## src/rtl/pbl_request_capture.sv

```systemverilog
// pbl_request_capture
//   Upstream stage of the access-control decoder. Synchronises and debounces the
//   raw profile switches (CH7..CH5), the function switch (CH4) and the buttons
//   (B3, B2). Each stable change is committed as one request (PROFILE, FUNC)
//   and offered to the downstream decoder with a valid/ready handshake.
//
//   Optional feature: define LOCKOUT_EN to enable the lockout after MAX_FAIL
//   consecutive non-privileged requests (privileged profiles: 3'b101, 3'b011).
//
// Ports
//   CLK        in   system clock, rising edge
//   RST_N      in   synchronous active-low reset
//   CH7..CH4   in   raw asynchronous switches
//   B3, B2     in   raw asynchronous buttons (active-high level)
//   REQ_READY  in   downstream accepts the pending request
//   REQ_VALID  out  committed request pending
//   PROFILE    out  committed {CH7,CH6,CH5}
//   FUNC       out  committed {B3,B2,CH4}
//   REQ_COUNT  out  accepted request count, wraps at 256
//   LOCKED     out  lockout active (0 without LOCKOUT_EN)
module pbl_request_capture #(
  parameter int unsigned DEB_CYCLES  = 16,
  parameter int unsigned MAX_FAIL    = 3,
  parameter int unsigned LOCK_CYCLES = 64
) (
  input  logic       CLK,
  input  logic       RST_N,
  input  logic       CH7,
  input  logic       CH6,
  input  logic       CH5,
  input  logic       CH4,
  input  logic       B3,
  input  logic       B2,
  input  logic       REQ_READY,
  output logic       REQ_VALID,
  output logic [2:0] PROFILE,
  output logic [2:0] FUNC,
  output logic [7:0] REQ_COUNT,
  output logic       LOCKED
);

  localparam int unsigned CNT_W = $clog2(DEB_CYCLES);

  if (DEB_CYCLES < 2 || MAX_FAIL < 1 || LOCK_CYCLES < 2) begin : g_bad_cfg
    $error("pbl_request_capture: unsupported parameter values");
  end

`ifdef LOCKOUT_EN
  typedef enum logic [1:0] {ST_IDLE, ST_SETTLE, ST_COMMIT, ST_LOCK} state_t;
`else
  typedef enum logic [1:0] {ST_IDLE, ST_SETTLE, ST_COMMIT} state_t;
`endif

  state_t             r_state;
  state_t             w_next;
  logic [5:0]         r_sync1;
  logic [5:0]         r_sync2;
  logic [5:0]         r_k;
  logic [5:0]         r_c;
  logic [CNT_W-1:0]   r_cnt;
  logic [7:0]         r_count;
  logic [5:0]         w_raw;
  logic               w_cnt_done;

  assign w_raw      = {CH7, CH6, CH5, B3, B2, CH4};
  assign w_cnt_done = (r_cnt == CNT_W'(DEB_CYCLES - 1));

`ifdef LOCKOUT_EN
  localparam int unsigned FAIL_W = $clog2(MAX_FAIL + 1);
  localparam int unsigned LOCK_W = $clog2(LOCK_CYCLES);

  logic [FAIL_W-1:0]  r_fail;
  logic [FAIL_W-1:0]  w_fail_next;
  logic [LOCK_W-1:0]  r_lock_cnt;
  logic               w_priv;
  logic               w_lock_done;

  assign w_priv      = (r_c[5:3] == 3'b101) || (r_c[5:3] == 3'b011);
  assign w_fail_next = w_priv ? '0 : r_fail + FAIL_W'(1);
  assign w_lock_done = (r_lock_cnt == LOCK_W'(LOCK_CYCLES - 1));
`endif

  // State register
  always_ff @(posedge CLK) begin
    if (!RST_N) r_state <= ST_IDLE;
    else        r_state <= w_next;
  end

  // Next-state logic
  always_comb begin
    w_next = r_state;
    case (r_state)
      ST_IDLE:   if (r_sync2 != r_c) w_next = ST_SETTLE;
      ST_SETTLE: if (r_sync2 == r_k && w_cnt_done) w_next = ST_COMMIT;
      ST_COMMIT: begin
        if (REQ_READY) begin
`ifdef LOCKOUT_EN
          w_next = (w_fail_next == FAIL_W'(MAX_FAIL)) ? ST_LOCK : ST_IDLE;
`else
          w_next = ST_IDLE;
`endif
        end
      end
`ifdef LOCKOUT_EN
      ST_LOCK:   if (w_lock_done) w_next = ST_IDLE;
`endif
      default:   w_next = ST_IDLE;
    endcase
  end

  // Outputs
  always_comb begin
    REQ_VALID = (r_state == ST_COMMIT);
`ifdef LOCKOUT_EN
    LOCKED    = (r_state == ST_LOCK);
`else
    LOCKED    = 1'b0;
`endif
  end

  assign PROFILE   = r_c[5:3];
  assign FUNC      = r_c[2:0];
  assign REQ_COUNT = r_count;

  // Synchroniser, debounce datapath and counters
  always_ff @(posedge CLK) begin
    if (!RST_N) begin
      r_sync1    <= '0;
      r_sync2    <= '0;
      r_k        <= '0;
      r_c        <= '0;
      r_cnt      <= '0;
      r_count    <= '0;
`ifdef LOCKOUT_EN
      r_fail     <= '0;
      r_lock_cnt <= '0;
`endif
    end else begin
      r_sync1 <= w_raw;
      r_sync2 <= r_sync1;
      case (r_state)
        ST_IDLE: begin
          if (r_sync2 != r_c) begin
            r_k   <= r_sync2;
            r_cnt <= '0;
          end
        end
        ST_SETTLE: begin
          // A return to C does not abort: the same value is re-committed.
          if (r_sync2 != r_k) begin
            r_k   <= r_sync2;
            r_cnt <= '0;
          end else if (w_cnt_done) begin
            r_c <= r_k;
          end else begin
            r_cnt <= r_cnt + CNT_W'(1);
          end
        end
        ST_COMMIT: begin
          if (REQ_READY) begin
            r_count <= r_count + 8'd1;
`ifdef LOCKOUT_EN
            r_fail     <= w_fail_next;
            r_lock_cnt <= '0;
`endif
          end
        end
`ifdef LOCKOUT_EN
        ST_LOCK: begin
          if (w_lock_done) r_fail <= '0;
          else             r_lock_cnt <= r_lock_cnt + LOCK_W'(1);
        end
`endif
        default: ;
      endcase
    end
  end

endmodule
```

## config.mk

```make
export PLATFORM = sky130hd
export DESIGN_NAME = pbl_request_capture
export DESIGN_NICKNAME = d
export VERILOG_FILES = /design/src/rtl/pbl_request_capture.sv
export SDC_FILE = /design/constraint.sdc
export NUM_CORES = 1
export LEC_CHECK = 0
export BUFFER_PORTS_ARGS = -buffer_cell sky130_fd_sc_hd__buf_2
export CAP_MARGIN = 0
export CORE_UTILIZATION = 59
export CTS_CLUSTER_DIAMETER = 120
export DETAILED_ROUTE_END_ITERATION = 12
export PLACE_DENSITY = 0.88
export SYNTH_ARGS = -nofsm -noshare
export SYNTH_HDL_FRONTEND = slang
export SYNTH_SLANG_ARGS = --single-unit
```

## constraint.sdc

```tcl
create_clock -name CLK -period 2.1 [get_ports CLK]
set_input_delay 0.315 -clock CLK [delete_from_list [all_inputs] [get_ports CLK]]
set_output_delay 0.315 -clock CLK [all_outputs]
set_load 0.02 [all_outputs]
```

---- Yosys cells after proc, flatten, opt, wreduce, memory -nomap -nowiden ----
Index checks and enable logic that the tools add are counted.
cells by class
  $add $sub $neg .......................... 2
  eq/ne operators ......................... 11
  muxes and demuxes ....................... 11
  bitwise operators ....................... 1
  reductions and logical operators ........ 8
operator list
  kind                                            count
  two-way mux 4 bit                               3
  two-way mux 6 bit                               2
  inequality test 6 bit                           2
  case mux 6 bit (2 select lines)                 1
  AND reduction 3 bit                             4
  adder 8 x 1 -> 8 bit (second input constant)    1
  inequality test 2 bit (second input constant)   4
  case mux 4 bit (2 select lines)                 1
  == test 6 bit                                   1
  two-way mux 2 bit                               3
  case mux 2 bit (3 select lines)                 1
  adder 4 x 1 -> 4 bit (second input constant)    1
  == test 4 bit (second input constant)           1
  inequality test 3 bit (second input constant)   1
  == test 2 x 1 -> 1 bit (second input constant)  1
  == test 2 bit (second input constant)           1
  logical NOT 2 bit                               1
  AND reduction 2 bit                             1
  nonzero test 2 bit                              1
  logical AND 1 bit                               1
  NOT 1 bit                                       1
storage, ports and cells
  register bits ........................... 38
  input bits .............................. 9
  output and inout bits ................... 16
  logic and storage cells ................. 40

---- Depth between registers and ports, before layout ----
  depth after elaboration ................. 4
  gate-level depth with buffers ........... 7
  mapped depth without buffers ............ 5

---- Least setup slack after synthesis ----
OpenSTA, ideal clock, no wires.
  path type ............................... register to register
  start ................................... reg r_c[3]
  end ..................................... reg r_k[0]
  library setup time ...................... 72 ps
  data arrival time ....................... 1410 ps
  required time ........................... 2028 ps
  slack ................................... 619 ps
  cell stages (with the launch flop) ...... 6
  path buffers ............................ 0
  period minus slack after synthesis ...... 1481 ps
  cell sequence ........................... dfxtp_1 -> xor2_1 -> nor4_2 -> a31oi_2 -> o21ai_2 -> mux2i_1
on the way
  word-level cells in the longest chain between the ends .. 3
RTL lines
  element                          line  source
  start, declared                  59    logic [5:0] r_c;
  start signal, assigned           154   r_c <= r_k;
  inequality test 6 bit            143   if (r_sync2 != r_c) begin
  inequality test 2 bit (no line)  n/a
  AND reduction 3 bit (no line)    n/a
  end signal, assigned             144   r_k <= r_sync2;
  end signal, assigned             151   r_k <= r_sync2;
  end, declared                    58    logic [5:0] r_k;
No other way between the ends.
A chain may end at the register's enable or synchronous reset.

---- Final worst setup path ----
  start ................................... reg r_sync2[2]
  end ..................................... reg r_state[1]
on the way
  word-level cells in the longest chain between the ends .. 4
  elaborated cells on any way between the ends .. 6
  classes of those cells .................. eq/ne (4); reduce/logical (2)
RTL lines
  element                          line  source
  start, declared                  57    logic [5:0] r_sync2;
  start signal, assigned           140   r_sync2 <= r_sync1;
  == test 6 bit                    94    ST_SETTLE: if (r_sync2 == r_k && w_cnt_done) w_next = ST_COMMIT;
  logical AND 1 bit                94
  inequality test 2 bit (no line)  n/a
  AND reduction 3 bit (no line) *  n/a
  end signal, assigned             86    else r_state <= w_next;
  end, declared                    54    state_t r_state;
Every way passes the cells marked *; elsewhere a longest branch is shown, timed or not.

==> key figures <==
Logic synthesis
  – Count leader, synth: dfxtp_1
  – Top area cells in the synthesized netlist: dfxtp_1, xor2_1, and2_1, mux2i_1, nand2_1
  – Sequential fraction of the synthesis area: 47.6%
  – Flops & latches, synth: 38
  – Yosys warnings: 0
  – Commonest cells in the netlist: dfxtp_1, nand2_1, and2_1
  – Syn nets: around 180
  – Count of cell types in the netlist: 35
  – Synth Cell Area: about 1600 um2
  – Yosys top cell area share: a little under half
  – Main flop type after synthesis: dfxtp_1
  – Syn Area/Cell: roughly 9.5 um2
  – Asr flop ratio synth: 0%
  – Number of synthesized flops with an enable pin: 0
  – Cell taking the most area after synthesis: dfxtp_1
  – Post-Syn Instances: 168

Clock tree
  – Post-cts hold buffer count: 0
  – Clk pin slew, worst setup/hold paths: ~0.10 ns
  – H-tree depth: 2
  – CTS max path bufs: 2
  – Clock Latency Late Sink: 0.34 ns
  – Postcts setup bufs: 0
  – CTS tree: built
  – Post-CTS Resized: 0
  – TritonCTS buffer count: 5
  – CTS sink cnt: 38
  – Root Buffer: clkbuf_4

Timing
  – Final Hold Viols: 0
  – Fmax: ~560 MHz
  – Final min period: between 1.5 and 2 ns
  – WHS: ~0.17 ns
  – Fin crit share: roughly 86%
  – RSZ-0062 raised after global routing: no
  – Worst Tran Pin Value: just under 0.7 ns
  – # setup viols final: 0
  – Worst-case clock skew: between 0.004 and 0.005 ns
  – Relative slew slack: between 50% and 60%
  – Max-slew violations: 0
  – Setup TNS: 0 ns

Setup path
  – CP required: around 2.4 ns
  – Critical path arrival: approximately 2.1 ns
  – Crit path max-delay family: simple AND/OR/NAND/NOR gates
  – CP Launch Type: flip-flop
  – Slowest stage delay, CP: between 0.6 and 0.7 ns
  – Buf/Inv on CP: 0
  – Worst path slowest cell: nor4_4
  – CP cell instances: xnor2_1 -> nand3_2 -> nor4_4 -> o221a_2
  – Worst setup EP type: flip-flop
  – CP Class: reg2reg
  – Worst-path fanout max: 13

Detailed routing
  – Drt drc: 0
  – Vias/cell: between 5 and 6
  – Total wire length: about 2900 um
  – Post-route ant nets: 0
  – DRT Pass-1 Iters: 4
  – DR vias: 1183
  – DR WL/cell: around 13 um
  – Starting DRC count in detailed routing: 27

Place
  – DP Area: 1710 um2
  – HPWL Detailed: between 2000 and 2500 um
  – Gpl congestion: 0.789
  – Placed cells: between 200 and 250
  – Port Buffer Count: 23

Global routing
  – First-pass GRT wire length: roughly 4600 um
  – Vias in the first global route: 1095
  – Final global-route overflow total: 0
  – Tot GR Track Use: between 20% and 30%
  – Initial antenna violation count: 0
  – Largest net degree at the start of global routing: 41

Finish
  – Layout cells sized above 1: roughly a fifth
  – Area Growth Syn to Fin: 10.6%
  – Fin area: about 1800 um2
  – Layout Utilization: between 70% and 80%
  – Ant diodes: 0
  – Fin cells: between 200 and 250
  – Fillers: around 190
  – NumNets Final: ~200

Run status
  – Status: finished clean

Floorplan
  – Starting Density: about 63%
  – Ports: 25
  – # rows: 18
  – Core area: between 2000 and 3000 um2
  – Die area: around 2900 um2
  – Die Y: approximately 54 um
  – Die width: approximately 54 um

Power
  – Cell Pwr Density: just over 700 nW/um2
  – Pleak: ~0.76 nW
  – Maximum vdd ir drop: ~0.63 mV

Run
  – Max-Cap Viols: 0

Min path
  – Hold WC Path Type: in2reg
==> power breakdown <==
part / switching, mW / internal [mW]
clock network: 0.223 / 0.162
logic: 0.0631 / 0.0475
registers: 0.0150 / 0.739
total: 0.301 / 0.949
==> final cells by class <==
cell class                      count  area, um2  share of cell area [%]
Inverter                            2       7.51                   0.424
Timing Repair Buffer               24        123                    6.93
Sequential cell                    38        761                    43.0
Clock buffer                        7       55.1                    3.11
Multi-Input combinational cell    119        781                    44.1
Tap cell                           30       37.5                    2.12
Clock inverter                      1       5.00                   0.283
==> sequential cells by signal, indices dropped and copies added, names as in the netlist <==
name and count:
r_c 6, r_sync1 6, REQ_COUNT 8, r_cnt 4, r_sync2 6, r_k 6
r_state 2
==> cells in the final DEF, fill, tap and decap left out, types with 2 or more instances in the layout <==
master	Yosys	routed
o21ai_1	4	4
nor2_1	12	12
nor2b_1	2	2
and2_1	13	13
buf_2	1	23
nand2_1	21	21
inv_1	2	2
nand3_1	11	11
clkbuf_4	0	5
nand4_1	3	3
dfxtp_1	38	38
mux2i_1	8	8
xor2_1	10	10
and3_1	2	2
o21ai_0	6	6
ha_1	2	2
xnor2_1	9	9
==> cells by family (layout without fill, tap and decap cells) <==
logic type / Yosys count / after routing / share of synthesized area, %
other: 1 / 1 / 0.235
multiplexers: 8 / 8 / 5.01
AO/OA/AOI/OAI: 17 / 17 / 7.12
XOR/XNOR: 19 / 19 / 10.4
flip-flops: 38 / 38 / 47.6
adder cells (fa/ha/maj): 2 / 2 / 1.56
buffers and inverters: 11 / 34 / 3.60
AND/OR/NAND/NOR: 72 / 72 / 24.5
==> routing by layer <==
layer,GRT usage [%],share of wire (%),vias up
li1,-,-,605
met1,24.1,43,547
met2,40.1,51,27
met3,8.47,4.7,4
met4,11.5,1.9,0
met5,0,0,-
==> path summary, 6_finish.rpt <==
path                                 start          to  slack [ns]  cells past startpoint
worst min-delay path                   CH4  r_sync1[0]        0.17                      2
worst max-delay path            r_sync2[2]  r_state[1]        0.30                      4
worst min register to register  r_sync1[2]  r_sync2[2]        0.45                      1
worst max register to register  r_sync2[2]  r_state[1]        0.30                      4
==> metrics by stage <==
stage / worst slack (ns) / power (mW)
4_1_cts: 0.312 / 1.26
2_1_floorplan: 0.619 / 0.855
3_5_place_dp: 0.341 / 0.881
6_report: 0.303 / 1.25
3_3_place_gp: 0.429 / 0.874
5_1_grt: 0.195 / 1.31
==> worst register-to-register path, stage by stage, from the launching register on <==
cell and delay (ns):
dfxtp_1 0.41, xnor2_1 0.17, nand3_2 0.18, nor4_4 0.67
o221a_2 0.32
Note: power is estimated with default switching activity, not from simulation.
